[src/rtl/kv_fpu_fmv_pipe_if.sv]
// Request/response bundle for the FP move / sign-injection unit.
// The master is the issuing side; the slave is the unit itself.
interface kv_fpu_fmv_pipe_if #(
  parameter int FLEN  = 64,
  parameter int LANES = 1,
  parameter int TAG_W = 5
);
  logic                   flush;
  logic                   req_valid;
  logic                   req_ready;
  logic [2:0]             req_sew;
  logic [4:0]             req_op;
  logic [LANES*FLEN-1:0]  req_op1;
  logic [LANES*FLEN-1:0]  req_op2;
  logic [TAG_W-1:0]       req_tag;
  logic                   resp_valid;
  logic                   resp_ready;
  logic [LANES*FLEN-1:0]  resp_wdata;
  logic [TAG_W-1:0]       resp_tag;
  logic                   resp_illegal;
  logic                   standby_ready;

  modport master (
    output flush, req_valid, req_sew, req_op, req_op1, req_op2, req_tag, resp_ready,
    input  req_ready, resp_valid, resp_wdata, resp_tag, resp_illegal, standby_ready
  );

  modport slave (
    input  flush, req_valid, req_sew, req_op, req_op1, req_op2, req_tag, resp_ready,
    output req_ready, resp_valid, resp_wdata, resp_tag, resp_illegal, standby_ready
  );
endinterface

[src/rtl/kv_fpu_fmv_pipe.sv]
// Multi-lane FMV / FSGNJ unit with NaN-box checking, feeding a 2-entry result queue.
// The queue head is slot 0; a pop shifts slot 1 down.
module kv_fpu_fmv_pipe #(
  parameter int FLEN  = 64,
  parameter int LANES = 1,
  parameter int TAG_W = 5
) (
  input  logic                  core_clk,
  input  logic                  core_reset,
  kv_fpu_fmv_pipe_if.slave      io
);
  localparam int W = LANES * FLEN;

  localparam logic [4:0] OP_FMV_F  = 5'b01110;
  localparam logic [4:0] OP_FMV_X  = 5'b01100;
  localparam logic [4:0] OP_FSGNJ  = 5'b00000;
  localparam logic [4:0] OP_FSGNJN = 5'b00001;
  localparam logic [4:0] OP_FSGNJX = 5'b00010;

  function automatic logic legal_req(input logic [2:0] sew, input logic [4:0] op);
    logic sew_ok;
    logic op_ok;
    sew_ok = (sew == 3'b001) || (sew == 3'b010) || ((sew == 3'b100) && (FLEN == 64));
    op_ok  = op inside {OP_FMV_F, OP_FMV_X, OP_FSGNJ, OP_FSGNJN, OP_FSGNJX};
    return sew_ok && op_ok;
  endfunction

  // Element width selects a box mask above the element; for a full-width
  // element the mask is empty, so the lane always counts as boxed.
  function automatic logic [FLEN-1:0] lane_op(input logic [2:0] sew, input logic [4:0] op,
                                              input logic [FLEN-1:0] x,
                                              input logic [FLEN-1:0] y);
    int              e;
    logic [FLEN-1:0] box, elem, sgn, cnan, mag;
    logic            xb, yb, xs, ys, s;
    case (sew)
      3'b001:  e = 16;
      3'b010:  e = 32;
      default: e = FLEN;
    endcase
    box  = {FLEN{1'b1}} << e;
    elem = ~box;
    sgn  = FLEN'(1) << (e - 1);
    cnan = (e == 16) ? FLEN'(16'h7E00) : FLEN'(32'h7FC0_0000);
    xb   = ((x & box) == box);
    yb   = ((y & box) == box);
    xs   = |(x & sgn);
    ys   = yb & (|(y & sgn));
    mag  = xb ? (x & elem & ~sgn) : cnan;
    s    = ys;
    if (op == OP_FSGNJN) s = ~ys;
    else if ((op == OP_FSGNJX) && xb) s = xs ^ ys;
    case (op)
      OP_FMV_F: lane_op = box | (x & elem);
      OP_FMV_X: lane_op = (x & elem) | (xs ? box : '0);
      default:  lane_op = box | mag | (s ? sgn : '0);
    endcase
  endfunction

  logic [W-1:0]     res_d;
  logic             ill_d;
  logic [1:0]       cnt_d, cnt_q;
  logic [W-1:0]     data_d [2];
  logic [W-1:0]     data_q [2];
  logic [TAG_W-1:0] tag_d  [2];
  logic [TAG_W-1:0] tag_q  [2];
  logic             ille_d [2];
  logic             ille_q [2];
  logic             push, pop, wr_slot, head_vld;

  always_comb begin
    ill_d = !legal_req(io.req_sew, io.req_op);
    res_d = '0;
    if (!ill_d) begin
      for (int i = 0; i < LANES; i++) begin
        res_d[i*FLEN +: FLEN] = lane_op(io.req_sew, io.req_op,
                                        io.req_op1[i*FLEN +: FLEN],
                                        io.req_op2[i*FLEN +: FLEN]);
      end
    end
  end

  assign head_vld = (cnt_q != 2'd0);
  assign push     = io.req_valid && (cnt_q != 2'd2) && !io.flush;
  assign pop      = head_vld && io.resp_ready;
  assign wr_slot  = cnt_q[0] & ~pop;

  always_comb begin
    data_d = data_q;
    tag_d  = tag_q;
    ille_d = ille_q;
    cnt_d  = cnt_q;
    if (io.flush) begin
      cnt_d = 2'd0;
    end else begin
      if (pop) begin
        data_d[0] = data_q[1];
        tag_d[0]  = tag_q[1];
        ille_d[0] = ille_q[1];
      end
      if (push) begin
        data_d[wr_slot] = res_d;
        tag_d[wr_slot]  = io.req_tag;
        ille_d[wr_slot] = ill_d;
      end
      cnt_d = cnt_q + {1'b0, push} - {1'b0, pop};
    end
  end

  // Queue register stage: only the occupancy count is reset
  always_ff @(posedge core_clk) begin
    if (core_reset) cnt_q <= 2'd0;
    else            cnt_q <= cnt_d;
  end

  always_ff @(posedge core_clk) begin
    data_q <= data_d;
    tag_q  <= tag_d;
    ille_q <= ille_d;
  end

  // Outputs are masked by occupancy so unwritten slots never leak out
  assign io.req_ready     = (cnt_q != 2'd2);
  assign io.resp_valid    = head_vld;
  assign io.resp_wdata    = head_vld ? data_q[0] : '0;
  assign io.resp_tag      = head_vld ? tag_q[0]  : '0;
  assign io.resp_illegal  = head_vld & ille_q[0];
  assign io.standby_ready = ~io.req_valid & ~head_vld;
endmodule

[src/flat_wrapper.sv]
// flat-port wrapper written by rule: the top's interface ports become plain ports
module kv_fpu_fmv_pipe_flat 
#(
  parameter int FLEN  = 64,
  parameter int LANES = 1,
  parameter int TAG_W = 5
)
  (core_clk, core_reset, io_flush, io_req_valid, io_req_sew, io_req_op, io_req_op1, io_req_op2, io_req_tag, io_resp_ready, io_req_ready, io_resp_valid, io_resp_wdata, io_resp_tag, io_resp_illegal, io_standby_ready);
  kv_fpu_fmv_pipe_if #(.FLEN(FLEN), .LANES(LANES), .TAG_W(TAG_W)) io_i ();
  input  logic core_clk;
  input  logic core_reset;
  input wire logic [$bits(io_i.flush)-1:0] io_flush;
  input wire logic [$bits(io_i.req_valid)-1:0] io_req_valid;
  input wire logic [$bits(io_i.req_sew)-1:0] io_req_sew;
  input wire logic [$bits(io_i.req_op)-1:0] io_req_op;
  input wire logic [$bits(io_i.req_op1)-1:0] io_req_op1;
  input wire logic [$bits(io_i.req_op2)-1:0] io_req_op2;
  input wire logic [$bits(io_i.req_tag)-1:0] io_req_tag;
  input wire logic [$bits(io_i.resp_ready)-1:0] io_resp_ready;
  output wire logic [$bits(io_i.req_ready)-1:0] io_req_ready;
  output wire logic [$bits(io_i.resp_valid)-1:0] io_resp_valid;
  output wire logic [$bits(io_i.resp_wdata)-1:0] io_resp_wdata;
  output wire logic [$bits(io_i.resp_tag)-1:0] io_resp_tag;
  output wire logic [$bits(io_i.resp_illegal)-1:0] io_resp_illegal;
  output wire logic [$bits(io_i.standby_ready)-1:0] io_standby_ready;
  assign io_i.flush = io_flush;
  assign io_i.req_valid = io_req_valid;
  assign io_i.req_sew = io_req_sew;
  assign io_i.req_op = io_req_op;
  assign io_i.req_op1 = io_req_op1;
  assign io_i.req_op2 = io_req_op2;
  assign io_i.req_tag = io_req_tag;
  assign io_i.resp_ready = io_resp_ready;
  assign io_req_ready = io_i.req_ready;
  assign io_resp_valid = io_i.resp_valid;
  assign io_resp_wdata = io_i.resp_wdata;
  assign io_resp_tag = io_i.resp_tag;
  assign io_resp_illegal = io_i.resp_illegal;
  assign io_standby_ready = io_i.standby_ready;
  kv_fpu_fmv_pipe #(.FLEN(FLEN), .LANES(LANES), .TAG_W(TAG_W)) u_core (.core_clk(core_clk), .core_reset(core_reset), .io(io_i));
endmodule
[config.mk]
export PLATFORM = sky130hd
export DESIGN_NAME = kv_fpu_fmv_pipe_flat
export DESIGN_NICKNAME = d
export VERILOG_FILES = /design/src/rtl/kv_fpu_fmv_pipe_if.sv /design/src/rtl/kv_fpu_fmv_pipe.sv /design/src/flat_wrapper.sv
export SDC_FILE = /design/constraint.sdc
export NUM_CORES = 1
export LEC_CHECK = 0
export CAP_MARGIN = 20
export CELL_PAD_IN_SITES_DETAIL_PLACEMENT = 0
export CELL_PAD_IN_SITES_GLOBAL_PLACEMENT = 2
export CORE_MARGIN = 5
export CORE_UTILIZATION = 32
export CTS_CLUSTER_DIAMETER = 100
export DETAILED_ROUTE_END_ITERATION = 10
export GPL_TIMING_DRIVEN = 0
export HOLD_SLACK_MARGIN = 0.03
export PLACE_DENSITY = 0.84
export SYNTH_ARGS = -nofsm -noshare
export SYNTH_HDL_FRONTEND = slang
export SYNTH_SLANG_ARGS = --single-unit
[constraint.sdc]
create_clock -name core_clk -period 8.4 [get_ports core_clk]
set_clock_uncertainty 0.1 [all_clocks]
set_input_delay 1.68 -clock core_clk [delete_from_list [all_inputs] [get_ports core_clk]]
set_output_delay 1.68 -clock core_clk [all_outputs]
set_load 0.01 [all_outputs]
==> After elaboration in Yosys (flattened, before gate mapping) <==
Index checks and enable logic that the tools add are counted.
{ "classes": {"n_lt_le_gt_ge": 2, "addsub": 3, "n_eq_ne": 11, "bitwise_logic": 23, "n_mux": 31, "n_reduce_logical": 17, "n_shift": 2} }
{ "op_table": {"columns": ["operator", "count"], "rows": [
  ["$mux 64", 8],
  ["$and 64x64->64", 6],
  ["$or 64x64->64", 4],
  ["$bwmux 128", 1],
  ["$eq 64x64->1", 2],
  ["$mux 128", 1],
  ["$not 64->64", 2],
  ["$pmux 64 s2", 1],
  ["$reduce_or 64->1", 2],
  ["$demux 64 s1", 1],
  ["$shl 1x32->64 const A", 1],
  ["$shl 64x32->64 const A", 1],
  ["$eq 32x6->1 const B", 1],
  ["$mux 32", 1],
  ["$sub 32x2->32 const B", 1],
  ["$mux 31", 1],
  ["$mux 5", 4],
  ["$pmux 7 s2", 1],
  ["$bwmux 10", 1],
  ["$eq 5x4->1 const B", 2],
  ["$mux 10", 1],
  ["$logic_and 1x1->1", 6],
  ["$mux 1", 6],
  ["$demux 5 s1", 1],
  ["other kinds (24)", 33]
]} }
{ "word_totals": {"wordCells": 96, "input_bits": 146, "register_bits": 142, "output_inout_bits": 73} }

==> Depth between registers and ports, before layout <==
{ "logic_depth": {"word_depth": 20, "depth_mapped": 12, "ltp_nobuf": 10} }

==> Worst setup path after synthesis <==
No wires, ideal clock.
{ "synth_timing": {"path_type": "input port to flip-flop", "start": "in io_flush", "end": "reg with a tool-made name", "path_stages": 4, "n_path_buf": 1, "t_arrival_ps": 5218, "path_slack_ps": 2646, "setup_time_ps": 436, "t_required_ps": 7864, "cell_sequence": "inv_1 > and3_1 > clkbuf_1 > and2_1"} }
{ "synth_rtl": {"columns": ["item", "line", "text"], "rows": [
  ["from (decl)", "flat_wrapper.sv:12", "input wire logic [$bits(io_i.flush)-1:0] io_flush;"]
]} }

==> Final worst setup path <==
{ "layout_timing": {"start": "in io_req_valid", "end": "out io_standby_ready"} }
{ "layout_between": {"elab_chain_cells": 2} }
{ "layout_lines": {"columns": ["item", "line", "text"], "rows": [
  ["from (decl)", "flat_wrapper.sv:13", "input wire logic [$bits(io_i.req_valid)-1:0] io_req_valid;"],
  ["$not 1->1", "kv_fpu_fmv_pipe.sv:128", "assign io.standby_ready = ~io.req_valid & ~head_vld;"],
  ["$and 1x1->1", "kv_fpu_fmv_pipe.sv:128", null],
  ["to (decl)", "flat_wrapper.sv:25", "output wire logic [$bits(io_i.standby_ready)-1:0] io_standby_ready;"]
]} }
No other way between the ends.

==> impl_summary.txt <==
----------------------------------------------------
[Run status]
  Run status ... finished clean

[STA]
  Setup tns final ... 0 ps
  Hold Slack ... around 490 ps
  Count of endpoints failing hold in the final timing report ... 0
  Min cycle time layout ... 4530 ps
  Highest Clock Rate ... between 0.2 and 0.25 GHz
  Measured slew at the worst slew-check pin ... approximately 900 ps
  Final period utilization ... 53.9%
  Fin. max-slew vios ... 0
  Unrepaired setup endpoints after global routing ... no
  Number of setup violations in the final report ... 0
  Setup ws final ... 3870 ps
  Headroom to the max-slew limit ... 39.5%

[Clocking]
  Number of buffers added to fix hold violations after cts ... 0
  Number of buffers created by CTS ... 17
  Buffer depth of the longest clock path ... 2
  Post-CTS clock slew at the launch and capture registers of the worst setup and hold paths ... 60 ps
  Post-cts sizing count ... 0
  CTS tree ... done
  Clock insertion delay at the later pin of the skew report ... around 420 ps
  Clock Sink Count ... 142
  Clock root buffer ... sky130_fd_sc_hd__clkbuf_16
  Post-CTS Setup Repair Bufs ... 0
  Number of levels in the clock H-tree ... 4

[Hold path]
  Hold crit path type ... register to register

[Worst setup path]
  Worst Setup End Kind ... output port
  Cells along the critical path ... clkdlybuf4s50_1 > nor2_1 > clkdlybuf4s50_1
  Type of the setup path with the least slack ... input port to output port
  Critical Path RT ... approximately 6600 ps
  Peak per-stage delay on the critical path ... 540 ps
  Most Frequent Cell on Critical Path ... sky130_fd_sc_hd__clkdlybuf4s50_1
  Arrival time at the worst endpoint ... ~2800 ps
  Maximum net fanout on the critical path ... 2
  CP max stage cell ... sky130_fd_sc_hd__clkdlybuf4s50_1
  Launching element type of the critical path ... input port

[Logic synthesis]
  Cell type contributing the most total cell area after synthesis ... sky130_fd_sc_hd__edfxtp_1
  Main synth FF type ... sky130_fd_sc_hd__edfxtp_1
  Netlist area before placement ... 7740 µm²
  Ranking of synthesized cells by instance count ... sky130_fd_sc_hd__edfxtp_1, sky130_fd_sc_hd__nand2_1, sky130_fd_sc_hd__a21oi_1, sky130_fd_sc_hd__and2_1, sky130_fd_sc_hd__nor2_1
  Synth Area per Inst ... 10.3 µm²
  Most area-consuming cells after synthesis ... sky130_fd_sc_hd__edfxtp_1, sky130_fd_sc_hd__and2_1, sky130_fd_sc_hd__mux2i_1
  Mapped Cells ... about 750
  Async set-or-reset flop fraction in the synthesized netlist ... 0%
  Netlist cell types ... 52
  Number of synthesized flops with an enable pin ... 140
  Yosys warning count ... 0
  Fraction of the yosys area taken by sequential cells ... between 50% and 60%
  Most common cell in the synthesized netlist ... sky130_fd_sc_hd__edfxtp_1
  Flip-flop and latch count after synthesis ... 142
  Net count after synthesis ... about 900
  Top cell type's share of synthesized area ... between 50% and 60%

[Die]
  Die height ... 165 µm
  Core Rows ... 57
  I/O pins ... about 220
  Area enclosed by the die boundary ... 27400 µm²
  Initial core utilization ... between 30% and 40%
  Core area ... approximately 24000 µm²
  Floorplan die width ... around 170 µm

[Global routing]
  Global-route wire length before repair ... just under 40000 µm
  Number of antenna violations at the first check in global routing ... 1
  GRT Total Usage ... 18.7%
  Total gr overflow ... 0
  Via count of the first global-routing pass ... between 6000 and 7000
  Largest net degree at the start of global routing ... 64

[Placement]
  Detailed Place HPWL ... 19200 µm
  Pre-CTS setup slack ... 3360 ps
  Final weighted congestion of routability-driven global placement ... between 0.8 and 0.9
  PortBufs ... between 200 and 250

[Drt]
  Iter 0 DRT Violations ... between 400 and 500
  Number of iterations in the first detailed-routing pass ... 5
  Final wirelength ... roughly 26000 µm
  Wire per inst ... about 20 µm
  Average vias per placed instance ... about 5.0
  Number of nets still failing antenna checks after routing ... 0
  Residual DRC count ... 0
  Via total after detailed routing ... between 6000 and 7000

[Final layout]
  Antenna cells ... 0
  Fraction of final layout cells sized beyond drive strength 1 ... under 10%
  Post-layout nets ... ~1100
  Area Growth Syn to Fin ... 41.9%
  Fraction of the core area covered by cells at the end of the flow ... approximately 46%

[Flow run]
  Max_cap viols ... 0

[Power and ir drop]
  Sw Pwr ... just over 0.0005 W
  Sequential cell fraction of total power ... ~43%
  Combinational group share of total power ... between 10% and 20%
  Leakage ... between 3 and 4 nW
  Internal power ... about 0.0015 W
  Worst VDD drop ... approximately 0.11 mV
  Clock share of power ... 39.0%
  Fraction of power spent switching nets ... roughly a quarter
  Total power density per cell area ... between 150 and 200 nW/µm²
  Power, Total ... between 0.0015 and 0.002 W

----------------------------------------------------
==> layout by cell type, fill, tap and decap left out, types with 11 or more instances in the layout <==
master	count
sky130_fd_sc_hd__clkdlybuf4s50_1	218
sky130_fd_sc_hd__nor2_1	67
sky130_fd_sc_hd__clkbuf_16	17
sky130_fd_sc_hd__clkbuf_1	36
sky130_fd_sc_hd__o31ai_1	16
sky130_fd_sc_hd__a31oi_1	11
sky130_fd_sc_hd__nand4_1	32
sky130_fd_sc_hd__mux2i_1	44
sky130_fd_sc_hd__o22ai_1	39
sky130_fd_sc_hd__nand2_1	109
sky130_fd_sc_hd__edfxtp_1	140
sky130_fd_sc_hd__and2_1	71
sky130_fd_sc_hd__a21oi_1	79
==> critical path: cells and delay by family <==
family	cells	cell delay [ps]
buffers and inverters	2	960
AND/OR/NAND/NOR	1	100
==> through the flow <==
| step | cells | area [µm²] |
|---|---|---|
| detailed placement | 1292 | 10400 |
| CTS | 1324 | 11000 |
| floorplan | 748 | 7740 |
| finish | 1324 | 11000 |
| global route | 1324 | 11000 |
| global placement | 1290 | 10300 |
==> kinds of logic (layout without fill, tap and decap cells) <==
group	count (synthesis)	after routing	synth area share, %
AND/OR/NAND/NOR	309	309	19.7
flip-flops	142	142	54.9
AO/OA/AOI/OAI	181	181	15.1
buffers and inverters	61	313	3.09
adder cells (fa/ha/maj)	8	8	1.29
multiplexers	44	44	5.69
XOR/XNOR	3	3	0.340
==> power groups by stage <==
stage / logic [W] / registers, W / clock network [W]
2_1_floorplan: 0.000181 / 0.000854 / 0
3_3_place_gp: 0.000354 / 0.000861 / 0
3_5_place_dp: 0.000357 / 0.000860 / 0
4_1_cts: 0.000359 / 0.000845 / 0.000780
5_1_grt: 0.000390 / 0.000849 / 0.000810
6_report: 0.000355 / 0.000845 / 0.000768
==> worst paths after layout <==
kind,start,to,slack (ps),depth (start not counted)
setup / recovery,io_req_valid,io_standby_ready,3870,3
hold / removal,u_core.cnt_q[1],u_core.cnt_q[1],490,2
setup reg to reg,u_core.cnt_q[0],u_core.data_q[97],5060,11
hold reg to reg,u_core.cnt_q[1],u_core.cnt_q[1],490,2
==> area by class of cell <==
| cell class | count | area, µm² |
|---|---|---|
| fill | 2332 | 13100 |
| clock inverter | 13 | 164 |
| inverter | 12 | 47.5 |
| multi-input combinational | 545 | 3260 |
| timing repair buffer | 220 | 2240 |
| sequential | 142 | 4240 |
| clock buffer | 19 | 433 |
| tap | 324 | 405 |
| buffer | 49 | 194 |
==> layer usage <==
layer | GRT usage (%) | vias up | routed length [µm]
met4 | 4.69 | 2 | 286
li1 | - | 3251 | -
met1 | 23.2 | 3173 | 10900
met3 | 4.52 | 19 | 1710
met2 | 32.9 | 227 | 12800
met5 | 0 | - | 11
Power figures use the tool's default switching activity.
